`config.mk`:
```
export PLATFORM = sky130hd
export DESIGN_NAME = data_mem_responder
export DESIGN_NICKNAME = d
export VERILOG_FILES = /design/src/rtl/data_mem_responder.sv
export SDC_FILE = /design/constraint.sdc
export NUM_CORES = 2
export LEC_CHECK = 0
export CORE_ASPECT_RATIO = 1.25
export CORE_MARGIN = 4
export CORE_UTILIZATION = 41
export DETAILED_ROUTE_END_ITERATION = 8
export PLACE_DENSITY = 0.53
export SYNTH_ARGS = -nofsm -noshare
export SYNTH_HDL_FRONTEND = slang
export SYNTH_SLANG_ARGS = --single-unit
```
`constraint.sdc`:
```
create_clock -name clk -period 7.1 [get_ports clk]
set_input_delay 2.13 -clock clk [delete_from_list [all_inputs] [get_ports clk]]
set_output_delay 2.13 -clock clk [all_outputs]
set_load 0.01 [all_outputs]
```
`src/rtl/data_mem_responder.sv`:
```
// data_mem_responder: word-organised data RAM responder for the LOAD/STORE path.
// Accepts one request at a time, waits WAIT_STATES cycles, then pulses resp_valid.
// Optional feature macro: DATA_MEM_ALIGN_CHECK_EN (flag odd byte addresses via err).
module data_mem_responder #(
    parameter int unsigned DEPTH_WORDS = 256,
    parameter int unsigned WAIT_STATES = 2,
    parameter logic [15:0] INIT_VALUE  = 16'h0000
) (
    input  logic        clk,
    input  logic        reset,
    input  logic        clk_en,
    input  logic        req_valid,
    input  logic        req_write,
    input  logic [15:0] req_addr,
    input  logic [15:0] req_wdata,
    output logic        req_ready,
    output logic        resp_valid,
    output logic [15:0] resp_rdata,
    output logic        busy,
    output logic        err
);

    localparam int unsigned AW = (DEPTH_WORDS > 1) ? $clog2(DEPTH_WORDS) : 1;

    typedef enum logic [1:0] {
        S_IDLE,
        S_WAIT,
        S_RESP
    } state_t;

    state_t        state_q;
    state_t        state_d;
    logic [3:0]    cnt_q;
    logic          wr_q;
    logic          mis_q;
    logic [AW-1:0] idx_q;
    logic [15:0]   wdata_q;
    logic [15:0]   rdata_q;

    logic [15:0]   mem [DEPTH_WORDS];

    logic          accept;
    logic          enter_resp;
    logic          mis_in;
    logic [AW-1:0] idx_in;
    logic          op_wr;
    logic          op_mis;
    logic [AW-1:0] op_idx;
    logic [15:0]   op_wdata;
    logic          unused_addr;

    // Memory contents at time zero; reset deliberately leaves the RAM alone.
    initial begin
        for (int unsigned i = 0; i < DEPTH_WORDS; i++) begin
            mem[i] = INIT_VALUE;
        end
    end

    assign idx_in      = req_addr[AW:1];
    assign unused_addr = ^req_addr;

`ifdef DATA_MEM_ALIGN_CHECK_EN
    assign mis_in = req_addr[0];
`else
    assign mis_in = 1'b0;
`endif

    assign accept = (state_q == S_IDLE) && req_valid && clk_en;

    // Operation committed on the edge entering RESP: live inputs when coming
    // straight from IDLE (zero wait states), latched request otherwise.
    always_comb begin
        enter_resp = 1'b0;
        op_wr      = wr_q;
        op_mis     = mis_q;
        op_idx     = idx_q;
        op_wdata   = wdata_q;
        if (state_q == S_IDLE) begin
            op_wr      = req_write;
            op_mis     = mis_in;
            op_idx     = idx_in;
            op_wdata   = req_wdata;
            enter_resp = accept && (WAIT_STATES == 0);
        end else if (state_q == S_WAIT) begin
            enter_resp = clk_en && (cnt_q == 4'd0);
        end
    end

    // State register; reset wins over clk_en.
    always_ff @(posedge clk) begin
        if (reset) begin
            state_q <= S_IDLE;
        end else if (clk_en) begin
            state_q <= state_d;
        end
    end

    // Next-state logic.
    always_comb begin
        state_d = state_q;
        case (state_q)
            S_IDLE: begin
                if (req_valid) begin
                    state_d = (WAIT_STATES == 0) ? S_RESP : S_WAIT;
                end
            end
            S_WAIT: begin
                if (cnt_q == 4'd0) begin
                    state_d = S_RESP;
                end
            end
            S_RESP:  state_d = S_IDLE;
            default: state_d = S_IDLE;
        endcase
    end

    // Request capture, wait counter and registered load data.
    always_ff @(posedge clk) begin
        if (reset) begin
            cnt_q   <= '0;
            wr_q    <= 1'b0;
            mis_q   <= 1'b0;
            idx_q   <= '0;
            wdata_q <= '0;
            rdata_q <= '0;
        end else if (clk_en) begin
            if (accept) begin
                wr_q    <= req_write;
                mis_q   <= mis_in;
                idx_q   <= idx_in;
                wdata_q <= req_wdata;
                cnt_q   <= (WAIT_STATES == 0) ? 4'd0 : 4'(WAIT_STATES - 1);
            end else if ((state_q == S_WAIT) && (cnt_q != 4'd0)) begin
                cnt_q <= cnt_q - 4'd1;
            end
            if (enter_resp) begin
                rdata_q <= (op_wr || op_mis) ? 16'h0000 : mem[op_idx];
            end
        end
    end

    // RAM write on the edge entering RESP; a reset on that edge drops the store.
    always_ff @(posedge clk) begin
        if (!reset && enter_resp && op_wr && !op_mis) begin
            mem[op_idx] <= op_wdata;
        end
    end

    // Outputs decoded from state; they hold naturally while clk_en is low.
    always_comb begin
        req_ready  = (state_q == S_IDLE);
        busy       = (state_q != S_IDLE);
        resp_valid = (state_q == S_RESP);
        resp_rdata = (state_q == S_RESP) ? rdata_q : 16'h0000;
        err        = (state_q == S_RESP) && mis_q;
    end

endmodule

```
# Word level (Yosys, flattened, before mapping)
# Memories as Yosys holds them, arrays and structs flattened.
# Index checks and enable logic that the tools add are counted.
[totals]
out_inout_bits = 20
ramBits = 4096
wordCells = 42
inputBits = 37
mem_count = 1
ff_bits = 47
[classes]
n_reduce_logical = 16
eq_ne = 4
mux = 14
n_addsub = 1
[mem_list]
columns = ["memory", "words", "word_bits", "rd", "rd_clocked_by_memory_dff", "wr", "line_no", "rtl"]
rows = [
  ["mem", 256, 16, 1, 0, 1, "40", "logic [15:0] mem [DEPTH_WORDS];"],
]
[ops]
columns = ["cell", "count"]
rows = [
  ["two-way mux 16 bit", 3],
  ["two-way mux 4 bit", 2],
  ["two-way mux 8 bit", 1],
  ["logical AND 1 bit", 6],
  ["AND reduction 2 bit", 3],
  ["two-way mux 1 bit", 5],
  ["logical NOT 4 bit", 1],
  ["two-way mux 2 bit", 2],
  ["!= test 2 bit (second input constant)", 2],
  ["one-hot mux 2 bit (2 select lines)", 1],
  ["nonzero test 2 bit", 2],
  ["nonzero test 4 bit", 1],
  ["subtractor 4 x 1 -> 4 bit (second input constant)", 1],
  ["AND reduction 3 bit", 1],
  ["== test 2 x 1 -> 1 bit (second input constant)", 1],
  ["== test 2 bit (second input constant)", 1],
  ["logical NOT 2 bit", 1],
  ["logical NOT 1 bit", 1],
]

# Depth between registers and ports, before layout
[depth]
word_depth = 8
ltp_mapped = 15

# Least setup slack after synthesis
# OpenSTA, ideal clock, no wires.
[synth_timing]
path_type = "input-to-reg"
from = "input req_wdata[0]"
to = "memory mem[0][0] (data pin)"
cell_stages = 2
t_required_ns = 6.277
arrival_ns = 5.227
setup_slack_ns = 1.051
path_buffers = 0
cell_sequence = "nand2_1 -> nand2_1"
[synth_between]
elab_chain_len = 1
[synth_lines]
columns = ["element", "line_no", "rtl"]
rows = [
  ["from (decl)", "15", "input logic [15:0] req_wdata,"],
  ["two-way mux 16 bit", "78", "if (state_q == S_IDLE) begin"],
  ["via op_wdata[0]", "49", "logic [15:0] op_wdata;"],
  ["to (decl)", "40", ""],
]
# The timed path passes the listed nets, and every way through them passes these cells.

# Worst setup path after layout
[layout_timing]
from = "input req_addr[2]"
to = "register rdata_q[14]"
[layout_between]
elab_chain_len = 3
[layout_lines]
columns = ["element", "line_no", "rtl"]
rows = [
  ["from (decl)", "14", "input logic [15:0] req_addr,"],
  ["two-way mux 8 bit", "78", ""],
  ["memory read (256 x 16 bit)", "--", ""],
  ["two-way mux 16 bit", "137", "rdata_q <= (op_wr || op_mis) ? 16'h0000 : mem[op_idx];"],
  ["to (signal assigned)", "137", ""],
  ["to (decl)", "38", "logic [15:0] rdata_q;"],
]
# No other way between the ends.
# A chain may end at the register's enable or synchronous reset.

==> out/results.txt <==
cell with the most instances after synthesis: edfxtp_1
RSZ-0062 raised after global routing: false
post-synthesis register bit count: 4,143
Max-slew headroom: 15.2%
Worst path most repeated cell: buf_4
synthesized area per cell: 17.1 µm²
post-synth top area share: 81.7%
finished layout cell area: 0.175 mm²
Setup TNS: 0 ns
DRT iter0 DRCs: 9,637
Synth Cell Area: 0.151 mm²
clk sinks: 4,143
yosys warns: 0
Compound-Gate Fraction of Synth Area: 14.0%
Reg clk slew, reported paths: 0.06 ns
site row count: 248
DRC errors left: 0
drt pass-1 iters: 6
global-route wire length before repair: 655 mm
syn_nets: 8,823
Sw Ratio: 22.9%
Tcrit/Tclk final: 82.2%
P_int: 0.0402 W
PwrDens: 299 mW/mm²
maximum clock insertion buffer count: 4
Tot Pwr: 0.0522 W
die area: 0.377 mm²
EDFF count, synth: 4,096
post_cts resized: 0
Post-Synth Simple-Gate Area: 1.50%
sequential power share: 52.3%
Cells after Synth: 8,784
core area: 0.365 mm²
critical path cell sequence: clkdlybuf4s50_1 > nor4_1 > buf_4 > a21o_4 > a22oi_1 > a21oi_1 > o41ai_1 > nand4_1 > a2111oi_0 > buf_4 > o21ai_1
Seq/Total Area, Yosys: 82.3%
Finished Core Util: 47.8%
Cell Area, Placed: 0.162 mm²
Worst-Skew Late Latency: 0.93 ns
Slowest-stage cell, CP: o41ai_1
crit path DAT: 6.65 ns
CTS tree: built
share of cells above drive strength 1: 14.7%
clk_skew: 0.0735 ns
CP required: 7.92 ns
critical setup path kind: in -> reg
initial antenna violation count: 19
final antenna-violating net count: 0
FFs w/ async S/R, synth: 0%
via count: 88,912
wirelength, routed: 467 mm
# nets final: 9,390
top_reg_cell synth: edfxtp_1
TritonCTS Buffers: 399
H-tree levels: 5
worst stage delay on the critical path: 1.11 ns
Die Y: 685 µm
Worst-Margin Slew: 1.26 ns
largest family of logic cells by synthesized area: compound AO/OA/AOI/OAI gates
final worst path period need: 5.84 ns
RD Place Congestion: 0.844
Clock power frac: 40.1%
post-CTS setup buffer count: 0
dominant cell type by area after synthesis: edfxtp_1
CP max FO: 45
Post-synth top cells: 4,096 x edfxtp_1, 1,921 x o22ai_1, 966 x o21ai_0
status: finished clean
worst IR drop on VDD: 0.197 mV
vias in the first global route: 87,118
Final Hold Fails: 0
largest net degree at the start of global routing: 194
highest clock rate: 171 MHz
Area contributors post-synth: edfxtp_1 82%, o22ai_1 8.0%, o21ai_0 3.2%, a41oi_1 1.4%, buf_2 0.93%
Post-DP HPWL: 279 mm
Total Routing Usage GR: 24.1%
CTS Root Cell: clkbuf_16
Post-CTS Hold Fix Bufs: 0
Adder-Cell Fraction of Synth Area: 0.0166%
switching component of the power: 0.0119 W
XOR/XNOR Fraction of Synth Area: 0.0116%
io pins: 57
Yosys cell types: 54
max-slew violation count: 0
Final setup viols: 0
input/output buffers: 47
Wirelength per Cell: 32.1 µm
startpoint types: input port
die span in x: 550 µm
area grow syn2layout: 15.9%
vias per cell: 6.10
mux share of post-synthesis cell area: 0.0449%
Pleak: 52.9 nW
MaxCap Viol Count: 0
global route total overflow: 0
nature of the critical path endpoint: register
Initial Util: 41.2%
Hold Crit Class: reg -> reg
Comb power frac: 7.7%
[sequential cells by signal, summed over array words and instances (netlist names)]
signal   cells
mem       4096
rdata_q     16
wdata_q     16
idx_q        8
cnt_q        4
state_q      2
wr_q         1
[cells by family after synthesis]
| group | Yosys count |
|---|---|
| AND/OR/NAND/NOR | 529 |
| AO/OA/AOI/OAI | 3444 |
| adder cells (fa/ha/maj) | 2 |
| other | 1 |
| multiplexers | 6 |
| XOR/XNOR | 2 |
| flip-flops | 4143 |
| buffers and inverters | 657 |
[critical path: cells and delay by family]
family | cells | cell delay (ns)
and+or+nand+nor | 2 | 0.45
buffers and inverters | 3 | 1.04
AOI/OAI and AO/OA | 6 | 2.87
[final timing paths]
path | from | cells after the start | to | slack, ns
max | req_addr[2] | 11 | rdata_q[14] | 1.26
min | wdata_q[5] | 2 | wdata_q[5] | 0.46
max reg2reg | state_q[0] | 10 | rdata_q[14] | 2.01
min reg2reg | wdata_q[5] | 2 | wdata_q[5] | 0.46
[metal layers]
metal	global-route usage [%]	up-vias	wire [µm]
met5	0	-	32
li1	-	37925	-
met1	30.6	46356	177000
met4	10.6	4	23600
met3	3.90	805	34200
met2	40.7	3822	232000
[power by group through the flow]
stage	combinational [W]	sequential, W	clock (W)
6_report	0.00401	0.0273	0.0209
4_1_cts	0.00400	0.0273	0.0212
3_5_place_dp	0.00399	0.0278	0
5_1_grt	0.00420	0.0272	0.0223
2_1_floorplan	0.00195	0.0280	0
3_3_place_gp	0.00394	0.0278	0
[cell type report]
cell class / count / area (µm²)
fill: 30741 / 191000
sequential: 4143 / 124000
multi-input combinational: 3984 / 24000
clock buffer: 481 / 10400
timing repair buffer: 814 / 7640
tap: 4875 / 6100
clock inverter: 245 / 2330
antenna: 17 / 42.5
inverter: 9 / 33.8
[cells in the final DEF (no fill, tap or decap), types with 12 or more instances in the layout]
master           count
nor2_1             242
nand2_1            119
inv_6               12
and2_1              16
dfxtp_1             47
nor2_2              24
edfxtp_1          4096
a22oi_1            128
clkinvlp_4          15
nor4_1              24
o41ai_1             29
clkbuf_1            74
nand2b_1            15
nand4_1             15
nand2_2             16
o22ai_1           1921
o21ai_0            963
bufinv_16           41
clkbuf_16          404
buf_12             113
diode_2             17
clkinv_1            93
buf_4              654
a21oi_1            104
a41oi_1            234
clkdlybuf4s50_1     46
clkinv_2            76
nand2_4             16
[metrics by stage]
stage	setup WS, ns	hold WS (ns)	std cells
after global routing	1.26	0.475	14560
after detailed placement	0.432	0.448	13825
after global placement	0.430	0.447	13825
after floorplan	1.05	0.422	8784
after CTS	1.39	0.457	14551
final	1.26	0.456	14568
No activity file was read; power rests on OpenSTA's default activity.
